File: src/rtl/ray_dispatch_array_if.sv
// Upstream job and downstream ray-unit signal bundle for ray_dispatch_array.
// master = job source / unit array side, slave = dispatcher side.
interface ray_dispatch_array_if #(
  parameter int unsigned POSITION_WIDTH = 16,
  parameter int unsigned ADDRESS_WIDTH  = 32,
  parameter int unsigned NUM_UNITS      = 4
);
  logic                          flush;
  logic                          start;
  logic                          ready;
  logic                          busy;
  logic [3*POSITION_WIDTH-1:0]   rayQ;
  logic [3*POSITION_WIDTH-1:0]   rayV;
  logic [ADDRESS_WIDTH-1:0]      pixelAddress;
  logic [NUM_UNITS-1:0]          unitStart;
  logic [NUM_UNITS-1:0]          unitReady;
  logic [NUM_UNITS-1:0]          unitBusy;
  logic [3*POSITION_WIDTH-1:0]   unitRayQ;
  logic [3*POSITION_WIDTH-1:0]   unitRayV;
  logic [ADDRESS_WIDTH-1:0]      unitPixelAddress;

  modport master (
    output flush, start, rayQ, rayV, pixelAddress, unitReady, unitBusy,
    input  ready, busy, unitStart, unitRayQ, unitRayV, unitPixelAddress
  );

  modport slave (
    input  flush, start, rayQ, rayV, pixelAddress, unitReady, unitBusy,
    output ready, busy, unitStart, unitRayQ, unitRayV, unitPixelAddress
  );
endinterface

File: src/rtl/ray_dispatch_array.sv
// Ray job FIFO with round-robin dispatch to NUM_UNITS ray units.
// Define RAY_DISPATCH_STATS_EN to add the dispatchCount/stallCount statistics ports.
module ray_dispatch_array #(
  parameter int unsigned POSITION_WIDTH = 16,
  parameter int unsigned ADDRESS_WIDTH  = 32,
  parameter int unsigned NUM_UNITS      = 4,
  parameter int unsigned FIFO_DEPTH     = 4
) (
  input  logic                 clock,
  input  logic                 reset,
  ray_dispatch_array_if.slave  bus
`ifdef RAY_DISPATCH_STATS_EN
  ,
  output logic [31:0]          dispatchCount,
  output logic [31:0]          stallCount
`endif
);

  localparam int unsigned PTR_W = $clog2(FIFO_DEPTH);
  localparam int unsigned OCC_W = PTR_W + 1;
  localparam int unsigned RR_W  = $clog2(NUM_UNITS);

  typedef struct packed {
    logic [3*POSITION_WIDTH-1:0] ray_q;
    logic [3*POSITION_WIDTH-1:0] ray_v;
    logic [ADDRESS_WIDTH-1:0]    pixel_address;
  } job_t;

  job_t               mem_q [FIFO_DEPTH];
  job_t               mem_d [FIFO_DEPTH];
  job_t               head_c;
  logic [PTR_W-1:0]   wr_ptr_q, wr_ptr_d;
  logic [PTR_W-1:0]   rd_ptr_q, rd_ptr_d;
  logic [OCC_W-1:0]   occ_q, occ_d;
  logic [RR_W-1:0]    rr_ptr_q, rr_ptr_d;

  logic               ready_c;
  logic               push_c;
  logic               dispatch_c;
  logic               grant_found_c;
  logic [RR_W-1:0]    grant_idx_c;
  logic [RR_W:0]      search_idx_c;
  logic [NUM_UNITS-1:0] unit_start_c;

  assign ready_c = (occ_q < OCC_W'(FIFO_DEPTH)) && !bus.flush;
  assign push_c  = bus.start && ready_c;

  // First ready unit at or above rr_ptr_q, wrapping past the top index.
  always_comb begin
    grant_found_c = 1'b0;
    grant_idx_c   = '0;
    search_idx_c  = '0;
    for (int unsigned k = 0; k < NUM_UNITS; k++) begin
      search_idx_c = {1'b0, rr_ptr_q} + (RR_W+1)'(k);
      if (search_idx_c >= (RR_W+1)'(NUM_UNITS)) begin
        search_idx_c = search_idx_c - (RR_W+1)'(NUM_UNITS);
      end
      if (!grant_found_c && bus.unitReady[search_idx_c[RR_W-1:0]]) begin
        grant_found_c = 1'b1;
        grant_idx_c   = search_idx_c[RR_W-1:0];
      end
    end
  end

  assign dispatch_c = (occ_q != '0) && !bus.flush && grant_found_c;

  always_comb begin
    unit_start_c = '0;
    if (dispatch_c) begin
      unit_start_c[grant_idx_c] = 1'b1;
    end
  end

  assign head_c               = mem_q[rd_ptr_q];
  assign bus.ready            = ready_c;
  assign bus.busy             = (occ_q != '0) || (|bus.unitBusy);
  assign bus.unitStart        = unit_start_c;
  assign bus.unitRayQ         = head_c.ray_q;
  assign bus.unitRayV         = head_c.ray_v;
  assign bus.unitPixelAddress = head_c.pixel_address;

  // Flush wins over push/pop; pointers wrap naturally at power-of-two depth.
  always_comb begin
    mem_d    = mem_q;
    wr_ptr_d = wr_ptr_q;
    rd_ptr_d = rd_ptr_q;
    occ_d    = occ_q;
    rr_ptr_d = rr_ptr_q;
    if (bus.flush) begin
      wr_ptr_d = '0;
      rd_ptr_d = '0;
      occ_d    = '0;
    end else begin
      if (push_c) begin
        mem_d[wr_ptr_q] = '{ray_q: bus.rayQ, ray_v: bus.rayV, pixel_address: bus.pixelAddress};
        wr_ptr_d        = wr_ptr_q + PTR_W'(1);
      end
      if (dispatch_c) begin
        rd_ptr_d = rd_ptr_q + PTR_W'(1);
        rr_ptr_d = (grant_idx_c == RR_W'(NUM_UNITS - 1)) ? '0 : grant_idx_c + RR_W'(1);
      end
      if (push_c && !dispatch_c) begin
        occ_d = occ_q + OCC_W'(1);
      end else if (!push_c && dispatch_c) begin
        occ_d = occ_q - OCC_W'(1);
      end
    end
  end

  always_ff @(posedge clock or negedge reset) begin
    if (!reset) begin
      wr_ptr_q <= '0;
      rd_ptr_q <= '0;
      occ_q    <= '0;
      rr_ptr_q <= '0;
    end else begin
      wr_ptr_q <= wr_ptr_d;
      rd_ptr_q <= rd_ptr_d;
      occ_q    <= occ_d;
      rr_ptr_q <= rr_ptr_d;
    end
  end

  // Job storage needs no reset: occupancy gates every read.
  always_ff @(posedge clock) begin
    mem_q <= mem_d;
  end

`ifdef RAY_DISPATCH_STATS_EN
  logic [31:0] dispatch_cnt_q, dispatch_cnt_d;
  logic [31:0] stall_cnt_q, stall_cnt_d;

  always_comb begin
    dispatch_cnt_d = dispatch_cnt_q;
    stall_cnt_d    = stall_cnt_q;
    if (dispatch_c && (dispatch_cnt_q != '1)) begin
      dispatch_cnt_d = dispatch_cnt_q + 32'd1;
    end
    if ((occ_q != '0) && !(|bus.unitReady) && (stall_cnt_q != '1)) begin
      stall_cnt_d = stall_cnt_q + 32'd1;
    end
  end

  always_ff @(posedge clock or negedge reset) begin
    if (!reset) begin
      dispatch_cnt_q <= '0;
      stall_cnt_q    <= '0;
    end else begin
      dispatch_cnt_q <= dispatch_cnt_d;
      stall_cnt_q    <= stall_cnt_d;
    end
  end

  assign dispatchCount = dispatch_cnt_q;
  assign stallCount    = stall_cnt_q;
`endif

endmodule

File: src/flat_wrapper.sv
// flat-port wrapper written by rule: the top's interface ports become plain ports
module ray_dispatch_array_flat 
#(
  parameter int unsigned POSITION_WIDTH = 16,
  parameter int unsigned ADDRESS_WIDTH  = 32,
  parameter int unsigned NUM_UNITS      = 4,
  parameter int unsigned FIFO_DEPTH     = 4
)
  (clock, reset, bus_flush, bus_start, bus_rayQ, bus_rayV, bus_pixelAddress, bus_unitReady, bus_unitBusy, bus_ready, bus_busy, bus_unitStart, bus_unitRayQ, bus_unitRayV, bus_unitPixelAddress);
  ray_dispatch_array_if #(.POSITION_WIDTH(POSITION_WIDTH), .ADDRESS_WIDTH(ADDRESS_WIDTH), .NUM_UNITS(NUM_UNITS)) bus_i ();
  input  logic clock;
  input  logic reset;
  input wire logic [$bits(bus_i.flush)-1:0] bus_flush;
  input wire logic [$bits(bus_i.start)-1:0] bus_start;
  input wire logic [$bits(bus_i.rayQ)-1:0] bus_rayQ;
  input wire logic [$bits(bus_i.rayV)-1:0] bus_rayV;
  input wire logic [$bits(bus_i.pixelAddress)-1:0] bus_pixelAddress;
  input wire logic [$bits(bus_i.unitReady)-1:0] bus_unitReady;
  input wire logic [$bits(bus_i.unitBusy)-1:0] bus_unitBusy;
  output wire logic [$bits(bus_i.ready)-1:0] bus_ready;
  output wire logic [$bits(bus_i.busy)-1:0] bus_busy;
  output wire logic [$bits(bus_i.unitStart)-1:0] bus_unitStart;
  output wire logic [$bits(bus_i.unitRayQ)-1:0] bus_unitRayQ;
  output wire logic [$bits(bus_i.unitRayV)-1:0] bus_unitRayV;
  output wire logic [$bits(bus_i.unitPixelAddress)-1:0] bus_unitPixelAddress;
  assign bus_i.flush = bus_flush;
  assign bus_i.start = bus_start;
  assign bus_i.rayQ = bus_rayQ;
  assign bus_i.rayV = bus_rayV;
  assign bus_i.pixelAddress = bus_pixelAddress;
  assign bus_i.unitReady = bus_unitReady;
  assign bus_i.unitBusy = bus_unitBusy;
  assign bus_ready = bus_i.ready;
  assign bus_busy = bus_i.busy;
  assign bus_unitStart = bus_i.unitStart;
  assign bus_unitRayQ = bus_i.unitRayQ;
  assign bus_unitRayV = bus_i.unitRayV;
  assign bus_unitPixelAddress = bus_i.unitPixelAddress;
  ray_dispatch_array #(.POSITION_WIDTH(POSITION_WIDTH), .ADDRESS_WIDTH(ADDRESS_WIDTH), .NUM_UNITS(NUM_UNITS), .FIFO_DEPTH(FIFO_DEPTH)) u_core (.clock(clock), .reset(reset), .bus(bus_i));
endmodule
File: config.mk
export PLATFORM = sky130hd
export DESIGN_NAME = ray_dispatch_array_flat
export DESIGN_NICKNAME = d
export VERILOG_FILES = /design/src/rtl/ray_dispatch_array_if.sv /design/src/rtl/ray_dispatch_array.sv /design/src/flat_wrapper.sv
export SDC_FILE = /design/constraint.sdc
export NUM_CORES = 1
export LEC_CHECK = 0
export ABC_CLOCK_PERIOD_IN_PS = 5900
export CORE_MARGIN = 5
export CORE_UTILIZATION = 35
export DETAILED_ROUTE_END_ITERATION = 8
export PLACE_DENSITY = 0.57
export SETUP_SLACK_MARGIN = 0.15
export SLEW_MARGIN = 20
export SYNTH_ARGS = -nofsm -noshare
export SYNTH_HDL_FRONTEND = slang
export SYNTH_SLANG_ARGS = --single-unit
File: constraint.sdc
create_clock -name clock -period 5.9 [get_ports clock]
set_clock_uncertainty 0.05 [all_clocks]
set_input_delay 1.18 -clock clock [delete_from_list [all_inputs] [get_ports clock]]
set_output_delay 1.18 -clock clock [all_outputs]
set_load 0.05 [all_outputs]
After elaboration in Yosys (flattened, before gate mapping). Cells that the tools add are included.

Eq/ne operators: 1. Add/sub/neg operators: 12. $lt $le $gt $ge: 14. Bitwise gates (word level): 3. Muxes and demuxes: 37. Reduce and logical (&&, ||, !) cells: 25.

Operators by type and width (count): bitwise mux 512 bit (1); two-way mux 128 bit (3); binary-select mux 128 bit (select 2 bit) (1); demux 128 bit (select 2 bit) (1); two-way mux 2 bit (13); >= comparator 3 bit (second input constant) (5); < comparator 2 x 3 -> 1 bit (second input constant) (5); logical AND 1 bit (11); two-way mux 1 bit (9); two-way mux 3 bit (3); binary-select mux 1 bit (select 2 bit) (4); subtractor 2 x 1 -> 2 bit (second input constant) (4); adder 2 x 1 -> 2 bit (second input constant) (3); adder 2 x 2 -> 3 bit (second input constant) (2); zero test 1 bit (6); inverter 2 -> 3 bit (2); nonzero test 3 bit (2); two-way mux 4 bit (1); AND reduction 2 bit (2); nonzero test 2 bit (2); OR reduction 4 bit (1); adder 2 x 1 -> 3 bit (second input constant) (1); adder 3 x 1 -> 3 bit (second input constant) (1); >= comparator 2 x 3 -> 1 bit (second input constant) (1); 8 further kinds (8).

Flip-flop bits (word level): 521. Input bits: 140.

Logic depth before layout (Yosys ltp).
Word-level depth: 19. Mapped depth: 7.

Least setup slack after synthesis. OpenSTA, ideal clock, no wires.

Path type: in2reg. From: input bus_flush. To: register u_core.mem_q[0] in the netlist's numbering (enable). Data arrival time: 4510 ps. Path buffers: 1. Stages: 3. Path slack: 837 ps. Setup time: 503 ps. Path through: clkbuf_1 -> nor2_1 -> and2_1.

Word-level cells in the longest chain between the ends: 4. Elaborated cells between the ends (all ways): 5.

Ends and longest elaborated chain: start: declaration (line flat_wrapper.sv:13) `input wire logic [$bits(bus_i.flush)-1:0] bus_flush;`; zero test 1 bit (line ray_dispatch_array.sv:45) `assign ready_c = (occ_q < OCC_W'(FIFO_DEPTH)) && !bus.flush;`; logical AND 1 bit (line ray_dispatch_array.sv:45); logical AND 1 bit (line ray_dispatch_array.sv:46) `assign push_c = bus.start && ready_c;`; AND reduction 2 bit (no line) (*); end signal: assignment (line ray_dispatch_array.sv:126) `mem_q <= mem_d;`; end: declaration (line ray_dispatch_array.sv:29) `job_t mem_q [FIFO_DEPTH];`.

Mark *: on every way between the ends. The rest lies on a longest branch, timed or not. A chain may end at the register's enable or synchronous reset.

Worst setup path in the final report.
From: input bus_unitReady[0]. To: output bus_unitStart[0].

Word-level cells in the longest chain between the ends: 17. Elaborated cells between the ends (all ways): 29.

Ends and longest elaborated chain: start: declaration (line flat_wrapper.sv:18) `input wire logic [$bits(bus_i.unitReady)-1:0] bus_unitReady;`; binary-select mux 1 bit (select 2 bit) (line ray_dispatch_array.sv:58) `if (!grant_found_c && bus.unitReady[search_idx_c[RR_W-1:0]]) begin`; two-way mux 1 bit (implied by the code) (line ray_dispatch_array.sv:58); two-way mux 1 bit (line ray_dispatch_array.sv:58); zero test 1 bit (line ray_dispatch_array.sv:58); logical AND 1 bit (line ray_dispatch_array.sv:58); two-way mux 1 bit (line ray_dispatch_array.sv:58); zero test 1 bit (line ray_dispatch_array.sv:58); logical AND 1 bit (line ray_dispatch_array.sv:58); two-way mux 1 bit (line ray_dispatch_array.sv:58); zero test 1 bit (line ray_dispatch_array.sv:58); logical AND 1 bit (line ray_dispatch_array.sv:58); two-way mux 2 bit (line ray_dispatch_array.sv:58); < comparator 2 x 3 -> 1 bit (implied by the code) or >= comparator 2 x 1 -> 1 bit (tied branches) (line ray_dispatch_array.sv:70) `unit_start_c[grant_idx_c] = 1'b1;`; logical AND 1 bit (implied by the code) (line ray_dispatch_array.sv:70); two-way mux 1 bit (implied by the code) (line ray_dispatch_array.sv:70); demux 1 bit (select 2 bit); two-way mux 4 bit (*) (line ray_dispatch_array.sv:69) `if (dispatch_c) begin`; end: declaration (line flat_wrapper.sv:22) `output wire logic [$bits(bus_i.unitStart)-1:0] bus_unitStart;`.

Mark *: on every way between the ends. The rest lies on a longest branch, timed or not. The select of a mux whose other input is x is not followed.

==> results.json <==
{
  "via_per_inst": 4.857,
  "antenna_found_initial": 3,
  "h-tree-depth": 2,
  "track_usage_pct": 13.41,
  "io_pins": 274,
  "drive_above_1_share_pct": 19.35,
  "critPathLaunchType": "primary input",
  "die_h_um": 244.4,
  "vdd_drop_max_uv": 317.1,
  "ctsHoldBuffers": 0,
  "synth_edf_count": 512,
  "post_cts_buffers": 0,
  "row_count": 86,
  "synth_top_cell_area_share_pct": 79.97,
  "grt_pass1_wl_um": 61370,
  "async_reset_ff_share_pct": 1.727,
  "coreArea_um2": 54770,
  "cts_root_buf": "clkbuf_16",
  "cts_made_buffers": 53,
  "power_mw": 11.53,
  "cts_buffer_depth": 3,
  "dieWidth_um": 244.4,
  "area_growth_pct": 27.56,
  "clkSlewWorstSetupHoldPaths_ns": 0.06,
  "crit_required_ns": 4.67,
  "place_congestion": 0.7158,
  "max_cap_viol_count": 0,
  "relSlewSlack_pct": 40.85,
  "fin_nets": 1223,
  "setup_viol": 0,
  "postSynthAreaPerCell_um2": 25.23,
  "cts-resized-gates": 0,
  "finalHoldViolations": 0,
  "cts.sinks": 521,
  "grt_max_degree": 129,
  "hold_class": "reg -> reg",
  "tightest_slew_ns": 0.8873,
  "seq_area_frac_synth_pct": 81.14,
  "status": "complete, no violations",
  "netlist_area_um2": 19230,
  "final.period_utilization_pct": 83.66,
  "fin_crit_ns": 4.936,
  "synth_warnings": 0,
  "routed_wl_um": 40280,
  "synth-main-ff-cell": "edfxtp_1",
  "cellPowerDensity_nw_per_um2": 470.0,
  "dr.pass1.iters": 4,
  "slew_violations": 0,
  "synth.area.top_cells": "edfxtp_1, mux4_2, dfrtp_1",
  "ant_nets": 0,
  "ys_types": 34,
  "dpl.hpwl_um": 23630,
  "synthCells": 762,
  "cp_data_arrival_time_ns": 3.71,
  "mostFrequentLayoutCell": "edfxtp_1",
  "syn-num-nets": 911,
  "path_class": "in -> out",
  "layout_common_cells": "edfxtp_1, clkdlybuf4s50_1, mux4_2",
  "start_util_pct": 35.10,
  "power_leakage_nw": 7.663,
  "drt-initial-drc-count": 504,
  "grt_pass1_vias": 9824,
  "tritoncts": "yes",
  "synth-seq-cells": 521,
  "portBuffers": 273,
  "fin_setup_tns_ns": 0,
  "fmax_mhz": 202.6,
  "gr-total-overflow": 0,
  "dieArea_um2": 59720,
  "drc": 0,
  "crit_path_end_kind": "output port",
  "crit_fanout": 6,
  "rsz0062_at_grt": "no",
  "synth_top_cell_by_area": "edfxtp_1",
  "wl_per_cell_um": 22.18,
  "clock_latency_ns": 0.57,
  "num_vias": 8821
}
[worst max-delay path, stage by stage]
cell and delay (ns):
clkdlybuf4s50_1 0.53, mux2i_1 0.20, nor2_1 0.08, nor4_1 0.54
inv_1 0.13, ha_1 0.21, and2_1 0.14, clkdlybuf4s50_1 0.70
[final timing paths]
check                                    from                 end  slack [ns]  depth (start not counted)
max                          bus_unitReady[0]    bus_unitStart[0]        0.96                          8
min                        u_core.rr_ptr_q[0]  u_core.rr_ptr_q[0]        0.55                          2
max reg2reg                   u_core.occ_q[2]   u_core.mem_q[462]        3.33                          4
min reg2reg                u_core.rr_ptr_q[0]  u_core.rr_ptr_q[0]        0.55                          2
max in group asynchronous               reset  u_core.rd_ptr_q[1]        4.57                          1
min in group asynchronous               reset     u_core.occ_q[0]        0.88                          1
[flip-flops by register name (all words and copies together) (netlist names)]
name / count
u_core.rr_ptr_q: 2
u_core.occ_q: 3
u_core.rd_ptr_q: 2
u_core.wr_ptr_q: 2
u_core.mem_q: 512
[layer usage]
layer	vias up	GRT usage (%)	wire length [um]
met2	235	22.00	19660
met3	53	4.929	3345
met4	6	3.103	677
met1	4635	17.21	16550
met5	-	0	37
li1	3892	-	-
[area by class of cell]
type	count	area (um2)
diodes	1	2.502
repair buffers	288	2958
fillers	4594	30250
inverters	8	30.03
clock buffers	70	1433
clock inverters	22	171.4
flip-flops and latches	521	15610
multi-input cells	202	3442
well taps	704	880.8
[synthesized netlist by cell type (2+ instances only)]
cell type	number
edfxtp_1	512
ha_1	8
mux2i_1	2
inv_1	8
and3_1	2
nor2b_1	4
and2_1	8
mux4_2	128
nor2_1	15
buf_1	9
xnor2_1	4
dfrtp_1	9
buf_4	11
nand2_1	2
nor4_1	2
nor3_1	4
a21oi_1	6
nand2b_1	3
buf_2	5
clkbuf_1	6
[stage by stage]
step / area, um2 / instances / hold WS, ns / setup WS (ns) / utilization, %
4_1_cts: 24520 / 1815 / 0.5542 / 0.9238 / 44.77
3_5_place_dp: 22920 / 1723 / 0.5449 / 0.9337 / 41.84
3_3_place_gp: 22920 / 1723 / 0.5368 / 1.056 / 41.84
2_1_floorplan: 19230 / 762 / 0.4907 / 0.8374 / -
5_1_grt: 24520 / 1815 / 0.5879 / 0.8248 / 44.77
6_report: 24520 / 1816 / 0.5465 / 0.9642 / 44.78
[kinds of logic (layout without fill, tap and decap cells)]
kind of cell	after synthesis	count (layout)	share of synthesized area, %
xor+xnor	4	4	0.1822
compound gates	12	12	0.4101
mux	132	132	15.29
simple gates	45	45	1.341
buf+inv	39	388	1.009
flops	521	521	81.14
other cells	0	1	0
fa+ha+maj	9	9	0.6248
[where the power goes]
group	switching, mW	total [mW]	internal [mW]
clock	1.32	3.14	1.82
combinational	2.42	3.90	1.49
sequential	0.163	4.48	4.32
Note: power is estimated with default switching activity, not from simulation.
==> edit: new RTL, same flow settings <==
`ADDRESS_WIDTH` is set to 32 in 3 places; all go to 48.
--- a/src/rtl/ray_dispatch_array_if.sv
+++ b/src/rtl/ray_dispatch_array_if.sv
@@ -2,7 +2,7 @@
 // master = job source / unit array side, slave = dispatcher side.
 interface ray_dispatch_array_if #(
   parameter int unsigned POSITION_WIDTH = 16,
-  parameter int unsigned ADDRESS_WIDTH  = 32,
+  parameter int unsigned ADDRESS_WIDTH  = 48,
   parameter int unsigned NUM_UNITS      = 4
 );
   logic                          flush;
--- a/src/rtl/ray_dispatch_array.sv
+++ b/src/rtl/ray_dispatch_array.sv
@@ -2,7 +2,7 @@
 // Define RAY_DISPATCH_STATS_EN to add the dispatchCount/stallCount statistics ports.
 module ray_dispatch_array #(
   parameter int unsigned POSITION_WIDTH = 16,
-  parameter int unsigned ADDRESS_WIDTH  = 32,
+  parameter int unsigned ADDRESS_WIDTH  = 48,
   parameter int unsigned NUM_UNITS      = 4,
   parameter int unsigned FIFO_DEPTH     = 4
 ) (
--- a/src/flat_wrapper.sv
+++ b/src/flat_wrapper.sv
@@ -2,7 +2,7 @@
 module ray_dispatch_array_flat 
 #(
   parameter int unsigned POSITION_WIDTH = 16,
-  parameter int unsigned ADDRESS_WIDTH  = 32,
+  parameter int unsigned ADDRESS_WIDTH  = 48,
   parameter int unsigned NUM_UNITS      = 4,
   parameter int unsigned FIFO_DEPTH     = 4
 )
Interface: changed (resized bus_pixelAddress and bus_unitPixelAddress); port bits go from 274 to 306. No check against the original RTL was run, so the function may have changed too.
==> edit against the unedited design <==
  * Synthesized cell count grew 9.4%
  * Largest cell class unchanged
  * Synthesized area grew 11%
  * Via count grew 11%
  * Wire length grew 12%
  * Power grew 12%
  * Sequential share of layout area is essentially flat
  * Largest power group unchanged
  * Cell area grew 12%
  * Setup slack gained 210 ps
  * Highest routed layer unchanged
  * Sequential cell count grew 64
==> edit: results (changes against the unedited design) <==
- The number of placed instances with taps included came to 1914 (was 1723).
- The number of DRC markers in iteration 0 is 553 (was 504).
- The fraction of the cycle the final worst path needs is 80.12% (was 83.66%).
- The largest stage delay on the critical path came to 800 ps (was 700 ps).
- The average cell area after synthesis is 25.69 sq um (was 25.23 sq um).
- The reg-to-reg critical path endpoint is u_core.mem_q[15] (was u_core.mem_q[462]).
- The biggest fanout along the worst timing path was 5 (was 6).
- The capturing instance or port of the critical path is bus_unitStart[3] (was bus_unitStart[0]).
- The pin count of the biggest net entering global routing is 57 (was 129).
- The wire length of the first global-routing pass is 67830 um (was 61370 um).
- The destination of the worst hold path was u_core.occ_q[0] (was u_core.rr_ptr_q[0]).
- Run status: complete, no violations (unchanged).
- The number of detailed-route iterations in the first pass was 6 (was 4).
- The number of buffers added by the clock tree synthesis step came to 60 (was 53).
- The number of cells on the worst reg-to-reg path is 3 (was 4).
- The synthesized net count came to 999 (was 911).
- The sequential cell power is 5090 uW (was 4480 uW).
- Registers with the highest flip-flop counts: u_core.mem_q x576, u_core.occ_q x3 (was u_core.mem_q x512, u_core.occ_q x3).
- The sum of net half-perimeters after detailed placement is 27350 um (was 23630 um).
- The number of different library cells in the post-synthesis netlist is 33 (was 34).
- The worst slack after detailed placement is 1158 ps (was 933.7 ps).
- The number of global-route vias before repair came to 10.69k (was 9824).
- The final estimated routing congestion in global placement was 0.7083 (was 0.7158).
- The power of the combinational group is 4300 uW (was 3900 uW).
- The worst-case register-to-register setup slack is 3300 ps (was 3330 ps).
- The post-place instance area is 0.02565 sq mm (was 0.02292 sq mm).
- The overall routing resource usage is 13.36% (was 13.41%).
- The proportion of synthesized flip-flops having asynchronous set or reset is 1.538% (was 1.727%).
- The switching portion of total power is 34.01% (was 33.82%).
- The total of fill cells in the finished design was 5048 (was 4594).
==> edit: kinds of logic after synthesis <==
family                   Yosys count  synth area share [%]
multiplexers                     147                 15.28
AO/OA/AOI/OAI                     17                0.4673
XOR/XNOR                           2               0.08178
buffers and inverters             41                0.8585
AND/OR/NAND/NOR                   33                0.9636
adder cells (fa/ha/maj)            9                0.5607
flip-flops                       585                 81.78
==> edit: metal layers <==
metal / GRT usage, % / wire length [um] / vias to the layer above
li1: - / - / 4333
met1: 17.30 / 18840 / 5148
met2: 21.90 / 22070 / 247
met3: 4.618 / 3293 / 74
met4: 3.293 / 919 / 4
met5: 0 / 34 / -
==> edit: final cells by class <==
cell class / instances / area, sq um / share of cell area [%]
inverters: 8 / 30.03 / 0.1091
repair buffers: 331 / 3386 / 12.30
multi-input cells: 208 / 3729 / 13.55
clock buffers: 74 / 1554 / 5.645
flip-flops and latches: 585 / 17530 / 63.68
well taps: 782 / 978.4 / 3.555
clock inverters: 40 / 307.8 / 1.118
diodes: 5 / 12.51 / 0.04545
